`src/rtl/kf8253_bus_pkg.sv`:
```
// Shared types and constants for the KF8253 peripheral bus initiator.
// Phase counter width is derived from the longest programmable phase.
package kf8253_bus_pkg;

    typedef enum logic [2:0] {
        IDLE,
        SETUP,
        STROBE,
        HOLD,
        RECOVER
    } state_t;

    localparam logic [1:0] ADDR_COUNTER_0 = 2'd0;
    localparam logic [1:0] ADDR_COUNTER_1 = 2'd1;
    localparam logic [1:0] ADDR_COUNTER_2 = 2'd2;
    localparam logic [1:0] ADDR_CONTROL   = 2'd3;

    // The counter is loaded with (cycles - 1), so it never holds max_cycles.
    function automatic int cycle_width(input int max_cycles);
        return (max_cycles <= 1) ? 1 : $clog2(max_cycles);
    endfunction

endpackage

```
`src/rtl/kf8253_bus_initiator_if.sv`:
```
// Request/response handshake and KF8253 bus signals of the initiator.
// master: the initiator itself; slave: the host and target around it.
interface kf8253_bus_initiator_if;

    logic       req_valid;
    logic       req_ready;
    logic       req_write;
    logic [1:0] req_address;
    logic [7:0] req_wdata;
    logic       rsp_valid;
    logic [7:0] rsp_rdata;
    logic       busy;
    logic       chip_select_n;
    logic       read_enable_n;
    logic       write_enable_n;
    logic [1:0] address;
    logic [7:0] data_bus_out;
    logic       data_bus_oe;
    logic [7:0] data_bus_in;

    modport master (
        input  req_valid, req_write, req_address, req_wdata, data_bus_in,
        output req_ready, rsp_valid, rsp_rdata, busy,
        output chip_select_n, read_enable_n, write_enable_n,
        output address, data_bus_out, data_bus_oe
    );

    modport slave (
        output req_valid, req_write, req_address, req_wdata, data_bus_in,
        input  req_ready, rsp_valid, rsp_rdata, busy,
        input  chip_select_n, read_enable_n, write_enable_n,
        input  address, data_bus_out, data_bus_oe
    );

endinterface

```
`src/rtl/kf8253_phase_timer.sv`:
```
// Loadable down-counter with terminal-count flag, shared by all bus phases.
module kf8253_phase_timer #(
    parameter int WIDTH = 1
) (
    input  logic             clock,
    input  logic             reset_n,
    input  logic             load,
    input  logic [WIDTH-1:0] load_value,
    output logic             done
);

    logic [WIDTH-1:0] count;

    always_ff @(posedge clock or negedge reset_n) begin
        if (!reset_n) begin
            count <= '0;
        end else if (load) begin
            count <= load_value;
        end else if (count != '0) begin
            count <= count - WIDTH'(1);
        end
    end

    assign done = (count == '0);

endmodule

```
`src/rtl/kf8253_bus_initiator.sv`:
```
// Host-side initiator: turns single-beat requests into timed 8253 I/O cycles.
// Every bus output is a flop loaded from the next-state decode.
module kf8253_bus_initiator
    import kf8253_bus_pkg::*;
#(
    parameter int SETUP_CYCLES    = 1,
    parameter int STROBE_CYCLES   = 2,
    parameter int HOLD_CYCLES     = 1,
    parameter int RECOVERY_CYCLES = 1
) (
    input logic                    clock,
    input logic                    reset_n,
    kf8253_bus_initiator_if.master bus
);

    localparam int MAX_SS = (SETUP_CYCLES > STROBE_CYCLES) ?
                            SETUP_CYCLES : STROBE_CYCLES;
    localparam int MAX_HR = (HOLD_CYCLES > RECOVERY_CYCLES) ?
                            HOLD_CYCLES : RECOVERY_CYCLES;
    localparam int MAX_CYCLES = (MAX_SS > MAX_HR) ? MAX_SS : MAX_HR;
    localparam int CW = cycle_width(MAX_CYCLES);

    localparam logic [CW-1:0] LOAD_SETUP   = CW'(SETUP_CYCLES - 1);
    localparam logic [CW-1:0] LOAD_STROBE  = CW'(STROBE_CYCLES - 1);
    localparam logic [CW-1:0] LOAD_HOLD    = CW'(HOLD_CYCLES - 1);
    localparam logic [CW-1:0] LOAD_RECOVER = CW'(RECOVERY_CYCLES - 1);

    state_t          state;
    state_t          state_n;
    logic            accept;
    logic            load;
    logic [CW-1:0]   load_value;
    logic            timer_done;
    logic            write_next;
    logic            cycle_active;
    logic            strobe_active;
    logic            capture;
    logic            finish;

    logic            write_q;
    logic            cs_n_q;
    logic            rd_n_q;
    logic            wr_n_q;
    logic            oe_q;
    logic            rsp_valid_q;
    logic            busy_q;
    logic [1:0]      addr_q;
    logic [7:0]      dout_q;
    logic [7:0]      rdata_q;

    kf8253_phase_timer #(
        .WIDTH(CW)
    ) u_phase_timer (
        .clock     (clock),
        .reset_n   (reset_n),
        .load      (load),
        .load_value(load_value),
        .done      (timer_done)
    );

    assign accept     = bus.req_valid && (state == IDLE);
    assign write_next = accept ? bus.req_write : write_q;

    always_comb begin
        state_n    = state;
        load       = 1'b0;
        load_value = '0;
        unique case (state)
            IDLE: begin
                if (accept) begin
                    state_n    = SETUP;
                    load       = 1'b1;
                    load_value = LOAD_SETUP;
                end
            end
            SETUP: begin
                if (timer_done) begin
                    state_n    = STROBE;
                    load       = 1'b1;
                    load_value = LOAD_STROBE;
                end
            end
            STROBE: begin
                if (timer_done) begin
                    state_n    = HOLD;
                    load       = 1'b1;
                    load_value = LOAD_HOLD;
                end
            end
            HOLD: begin
                if (timer_done) begin
                    state_n    = RECOVER;
                    load       = 1'b1;
                    load_value = LOAD_RECOVER;
                end
            end
            RECOVER: begin
                if (timer_done) begin
                    state_n = IDLE;
                end
            end
            default: state_n = IDLE;
        endcase
    end

    assign cycle_active  = (state_n == SETUP) || (state_n == STROBE) ||
                           (state_n == HOLD);
    assign strobe_active = (state_n == STROBE);
    // Read data is sampled on the edge that ends the last strobe cycle.
    assign capture       = (state == STROBE) && timer_done && !write_q;
    assign finish        = (state == HOLD) && timer_done;

    always_ff @(posedge clock or negedge reset_n) begin
        if (!reset_n) begin
            state <= IDLE;
        end else begin
            state <= state_n;
        end
    end

    always_ff @(posedge clock or negedge reset_n) begin
        if (!reset_n) begin
            write_q     <= 1'b0;
            addr_q      <= '0;
            dout_q      <= '0;
            cs_n_q      <= 1'b1;
            rd_n_q      <= 1'b1;
            wr_n_q      <= 1'b1;
            oe_q        <= 1'b0;
            rsp_valid_q <= 1'b0;
            rdata_q     <= '0;
            busy_q      <= 1'b0;
        end else begin
            if (accept) begin
                write_q <= bus.req_write;
                addr_q  <= bus.req_address;
                if (bus.req_write) begin
                    dout_q <= bus.req_wdata;
                end
            end
            cs_n_q      <= !cycle_active;
            rd_n_q      <= !(strobe_active && !write_next);
            wr_n_q      <= !(strobe_active && write_next);
            oe_q        <= cycle_active && write_next;
            rsp_valid_q <= finish;
            busy_q      <= (state_n != IDLE);
            if (capture) begin
                rdata_q <= bus.data_bus_in;
            end
        end
    end

    assign bus.req_ready      = (state == IDLE);
    assign bus.rsp_valid      = rsp_valid_q;
    assign bus.rsp_rdata      = rdata_q;
    assign bus.busy           = busy_q;
    assign bus.chip_select_n  = cs_n_q;
    assign bus.read_enable_n  = rd_n_q;
    assign bus.write_enable_n = wr_n_q;
    assign bus.address        = addr_q;
    assign bus.data_bus_out   = dout_q;
    assign bus.data_bus_oe    = oe_q;

endmodule

```
`src/flat_wrapper.sv`:
```
// flat-port wrapper written by rule: the top's interface ports become plain ports
module kf8253_bus_initiator_flat import kf8253_bus_pkg::*;
#(
    parameter int SETUP_CYCLES    = 1,
    parameter int STROBE_CYCLES   = 2,
    parameter int HOLD_CYCLES     = 1,
    parameter int RECOVERY_CYCLES = 1
)
  (clock, reset_n, bus_req_valid, bus_req_write, bus_req_address, bus_req_wdata, bus_data_bus_in, bus_req_ready, bus_rsp_valid, bus_rsp_rdata, bus_busy, bus_chip_select_n, bus_read_enable_n, bus_write_enable_n, bus_address, bus_data_bus_out, bus_data_bus_oe);
  kf8253_bus_initiator_if bus_i ();
  input logic clock;
  input logic reset_n;
  input wire logic [$bits(bus_i.req_valid)-1:0] bus_req_valid;
  input wire logic [$bits(bus_i.req_write)-1:0] bus_req_write;
  input wire logic [$bits(bus_i.req_address)-1:0] bus_req_address;
  input wire logic [$bits(bus_i.req_wdata)-1:0] bus_req_wdata;
  input wire logic [$bits(bus_i.data_bus_in)-1:0] bus_data_bus_in;
  output wire logic [$bits(bus_i.req_ready)-1:0] bus_req_ready;
  output wire logic [$bits(bus_i.rsp_valid)-1:0] bus_rsp_valid;
  output wire logic [$bits(bus_i.rsp_rdata)-1:0] bus_rsp_rdata;
  output wire logic [$bits(bus_i.busy)-1:0] bus_busy;
  output wire logic [$bits(bus_i.chip_select_n)-1:0] bus_chip_select_n;
  output wire logic [$bits(bus_i.read_enable_n)-1:0] bus_read_enable_n;
  output wire logic [$bits(bus_i.write_enable_n)-1:0] bus_write_enable_n;
  output wire logic [$bits(bus_i.address)-1:0] bus_address;
  output wire logic [$bits(bus_i.data_bus_out)-1:0] bus_data_bus_out;
  output wire logic [$bits(bus_i.data_bus_oe)-1:0] bus_data_bus_oe;
  assign bus_i.req_valid = bus_req_valid;
  assign bus_i.req_write = bus_req_write;
  assign bus_i.req_address = bus_req_address;
  assign bus_i.req_wdata = bus_req_wdata;
  assign bus_i.data_bus_in = bus_data_bus_in;
  assign bus_req_ready = bus_i.req_ready;
  assign bus_rsp_valid = bus_i.rsp_valid;
  assign bus_rsp_rdata = bus_i.rsp_rdata;
  assign bus_busy = bus_i.busy;
  assign bus_chip_select_n = bus_i.chip_select_n;
  assign bus_read_enable_n = bus_i.read_enable_n;
  assign bus_write_enable_n = bus_i.write_enable_n;
  assign bus_address = bus_i.address;
  assign bus_data_bus_out = bus_i.data_bus_out;
  assign bus_data_bus_oe = bus_i.data_bus_oe;
  kf8253_bus_initiator #(.SETUP_CYCLES(SETUP_CYCLES), .STROBE_CYCLES(STROBE_CYCLES), .HOLD_CYCLES(HOLD_CYCLES), .RECOVERY_CYCLES(RECOVERY_CYCLES)) u_core (.clock(clock), .reset_n(reset_n), .bus(bus_i));
endmodule
```
`config.mk`:
```
export PLATFORM = sky130hd
export DESIGN_NAME = kf8253_bus_initiator_flat
export DESIGN_NICKNAME = d
export VERILOG_FILES = /design/src/rtl/kf8253_bus_pkg.sv /design/src/rtl/kf8253_bus_initiator_if.sv /design/src/rtl/kf8253_phase_timer.sv /design/src/rtl/kf8253_bus_initiator.sv /design/src/flat_wrapper.sv
export SDC_FILE = /design/constraint.sdc
export NUM_CORES = 1
export LEC_CHECK = 0
export BUFFER_PORTS_ARGS = -buffer_cell sky130_fd_sc_hd__buf_2
export CAP_MARGIN = 20
export CORE_MARGIN = 2
export CORE_UTILIZATION = 50
export DETAILED_ROUTE_END_ITERATION = 8
export PLACE_DENSITY = 0.87
export SLEW_MARGIN = 20
export SYNTH_ARGS = -nofsm -noshare
export SYNTH_HDL_FRONTEND = slang
export SYNTH_SLANG_ARGS = --single-unit
```
`constraint.sdc`:
```
create_clock -name clock -period 4.1 [get_ports clock]
set_input_delay 0.615 -clock clock [delete_from_list [all_inputs] [get_ports clock]]
set_output_delay 0.615 -clock clock [all_outputs]
set_load 0.01 [all_outputs]
```
==> impl_results.md <==
- Status: finished, final reports clean
- Fin nets: between 100 and 150
- First-pass GRT wire length: between 3000 and 4000 µm
- Post-CTS sizing: 0
- Seq/Total Area, Yosys: ~62%
- DR iter-0 viols: 15
- Rows: 17
- Via density: slightly below 5
- Unrepaired setup endpoints after global routing: no
- Synth top area cells: dfrtp_1, mux2_2, dfstp_2
- Final Setup Violations: 0
- Clk_lat worst skew: ~0.32 ns
- Cell Area, Synth: between 0.001 and 0.0015 mm²
- CP Capture Type: primary output
- Family with the most delay on the worst path: flip-flops
- Max Clock Freq: ~0.5 GHz
- Final wirelength: 2140 µm
- Cell Chain, Critical Path: nor3_1, buf_2
- Cts bufs inserted: 5
- Initial antenna violation count: 0
- Congestion Overflow GR: 0
- Final Hold Vio Count: 0
- Least-Margin Pin Slew: 0.607 ns
- Worst Path Arrival: around 1.4 ns
- #FFs+latches synth: 29
- Post-synthesis net count: 100
- Die Footprint: approximately 0.0028 mm²
- Syn Inst Count: between 70 and 80
- Core Area: approximately 0.0022 mm²
- Port Buf Inserts: 46
- Die Height: about 53 µm
- DRC viols: 0
- # diodes: 0
- Slew Viols, Final: 0
- Worst Hold Class: in -> async
- Tot GR Track Use: ~18%
- Pwr/cell area: roughly 860 mW/mm²
- Netlist cell types: 24
- Final worst path period share: about half
- Slowest CP cell: dfrtp_1
- Number of synthesized flops with an enable pin: 0
- Clock transition at the registers of the reported paths: 0.09 ns
- Worst Path Max Fanout: 13
- Peak supply drop: 0.633 mV
- I/O Pins: between 40 and 50
- Buf/Inv on CP: 1
- Die Span X: approximately 53 µm
- Starting density of the core: about 53%
- Clk sink count: 29
- Critical setup path kind: reg -> out
- Clock root buffer: clkbuf_4
- P_leak: between 0.7 and 0.8 nW
- Ys async rst share: 100%
- Largest net degree at the start of global routing: 30
- Final min period: 2.01 ns
- DR pass1 iterations: 4
- Number of vias after detailed routing: 776
- P&R area growth vs syn: 28.4%
- Detailed Place HPWL: 1550 µm
- Syn. warnings: 0
- Final ANT Viol Nets: 0
- Largest area contributor in the netlist: dfrtp_1
- Total negative setup slack: 0 ns
- RD Place Congestion: ~0.79
- Final Util: around two thirds
- Drt wl/cell: roughly 14 µm
- Layout cell share with drive strength beyond 1: 66.4%
- Hold Buf Count CTS: 0
- CP max stage delay: 0.54 ns
- Clock Path Buffers: 2
- Top-area cell type share of the netlist area: between 50% and 60%
- Worst endpoint required time: 3.48 ns
- Synth Area per Inst: approximately 15 µm²
- Number of setup buffers added after CTS: 0
- Vias in the first global route: approximately 740
- Post-Layout Inst Area: 0.00152 mm²
- H-tree Lvls: 2
- Max-slew headroom: about three fifths
- Max-Cap Viols: 0
- CTS tree: built
- Clk_skew: 0.00508 ns
- Worst Setup Start Kind: flop
- Ys flop type: dfrtp_1
- Placed cell area: between 0.001 and 0.0015 mm²
[registers in the layout, summed over array words and instances, names as in the netlist]
register	count
u_core.write_q	1
u_core.bus.rsp_rdata	8
u_core.bus.read_enable_n	1
u_core.bus.write_enable_n	1
u_core.bus.busy	1
u_core.state	3
u_core.bus.rsp_valid	1
u_core.bus.data_bus_out	8
u_core.u_phase_timer.count	1
u_core.bus.address	2
u_core.bus.data_bus_oe	1
u_core.bus.chip_select_n	1
[where the power goes]
group          internal [mW]  switching [mW]  total (mW)
combinational          0.257           0.217       0.474
clock                  0.189          0.0986       0.287
sequential             0.436           0.107       0.543
[per-stage QoR]
step           setup slack [ns]  total power, mW  std cells  hold slack (ns)
5_1_grt                    1.98             1.39        156            0.304
2_1_floorplan              2.55            0.864         78            0.319
3_3_place_gp               2.43             1.00        148            0.483
6_report                   2.09             1.30        156            0.289
3_5_place_dp               2.41             1.03        148            0.488
4_1_cts                    2.08             1.32        156            0.294
[cell usage after synthesis, types with 2 or more instances]
cell       n
dfrtp_1   26
buf_6      2
nand2_1    2
a21oi_1    3
mux2_2    18
nor3_1     3
nand2b_1   3
dfstp_2    3
buf_2      2
nor2_1     2
[kinds of logic (layout without fill, tap and decap cells)]
kind of cell / count (synthesis) / count (layout) / synth area share [%]
muxes: 19 / 19 / 19.0
DFF: 29 / 29 / 61.7
and+or+nand+nor: 20 / 20 / 13.3
buffers and inverters: 5 / 55 / 3.07
AOI/OAI and AO/OA: 5 / 5 / 2.86
[worst paths after layout]
check	startpoint	endpoint	slack [ns]	depth (start not counted)
worst max-delay path	u_core.state[1]	bus_req_ready	2.09	2
worst min-delay path	reset_n	u_core.bus.rsp_valid	0.29	1
worst max register to register	u_core.state[1]	u_core.bus.write_enable_n	2.46	3
worst min register to register	u_core.bus.rsp_rdata[1]	u_core.bus.rsp_rdata[1]	0.51	1
max in group asynchronous	reset_n	u_core.bus.rsp_rdata[6]	3.42	1
min in group clock	u_core.bus.rsp_rdata[1]	u_core.bus.rsp_rdata[1]	0.51	1
[per-layer routing]
metal | share of wire [%] | global-route usage [%] | wire length, µm | up-vias
met5 | 0 | 0 | 0 | -
met4 | 2.4 | 14.1 | 51 | 0
met3 | 6.4 | 5.14 | 136 | 5
met2 | 53 | 30.0 | 1120 | 33
met1 | 39 | 19.7 | 827 | 368
li1 | - | - | - | 370
[layout make-up]
cell class	count	area [µm²]
clock buffers	5	37.5
well taps	28	35.0
fillers	179	716
flip-flops and latches	29	729
repair buffers	46	230
inverters	1	3.75
multi-input cells	44	417
clock inverters	3	65.1
[layout by cell type, fill, tap and decap left out, drive strengths merged]
cell	count
a211o	1
a21oi	3
a31o	1
and4bb	1
buf	46
bufinv	2
clkbuf	5
clkinv	1
dfrtp	26
dfstp	3
inv	1
mux2	18
mux2i	1
nand2	2
nand2b	4
nand3	1
nand3b	1
nor2	2
nor2b	1
nor3	3
nor4	1
nor4b	1
or2	1
or3b	1
or4b	1
Note: power is estimated with default switching activity, not from simulation.
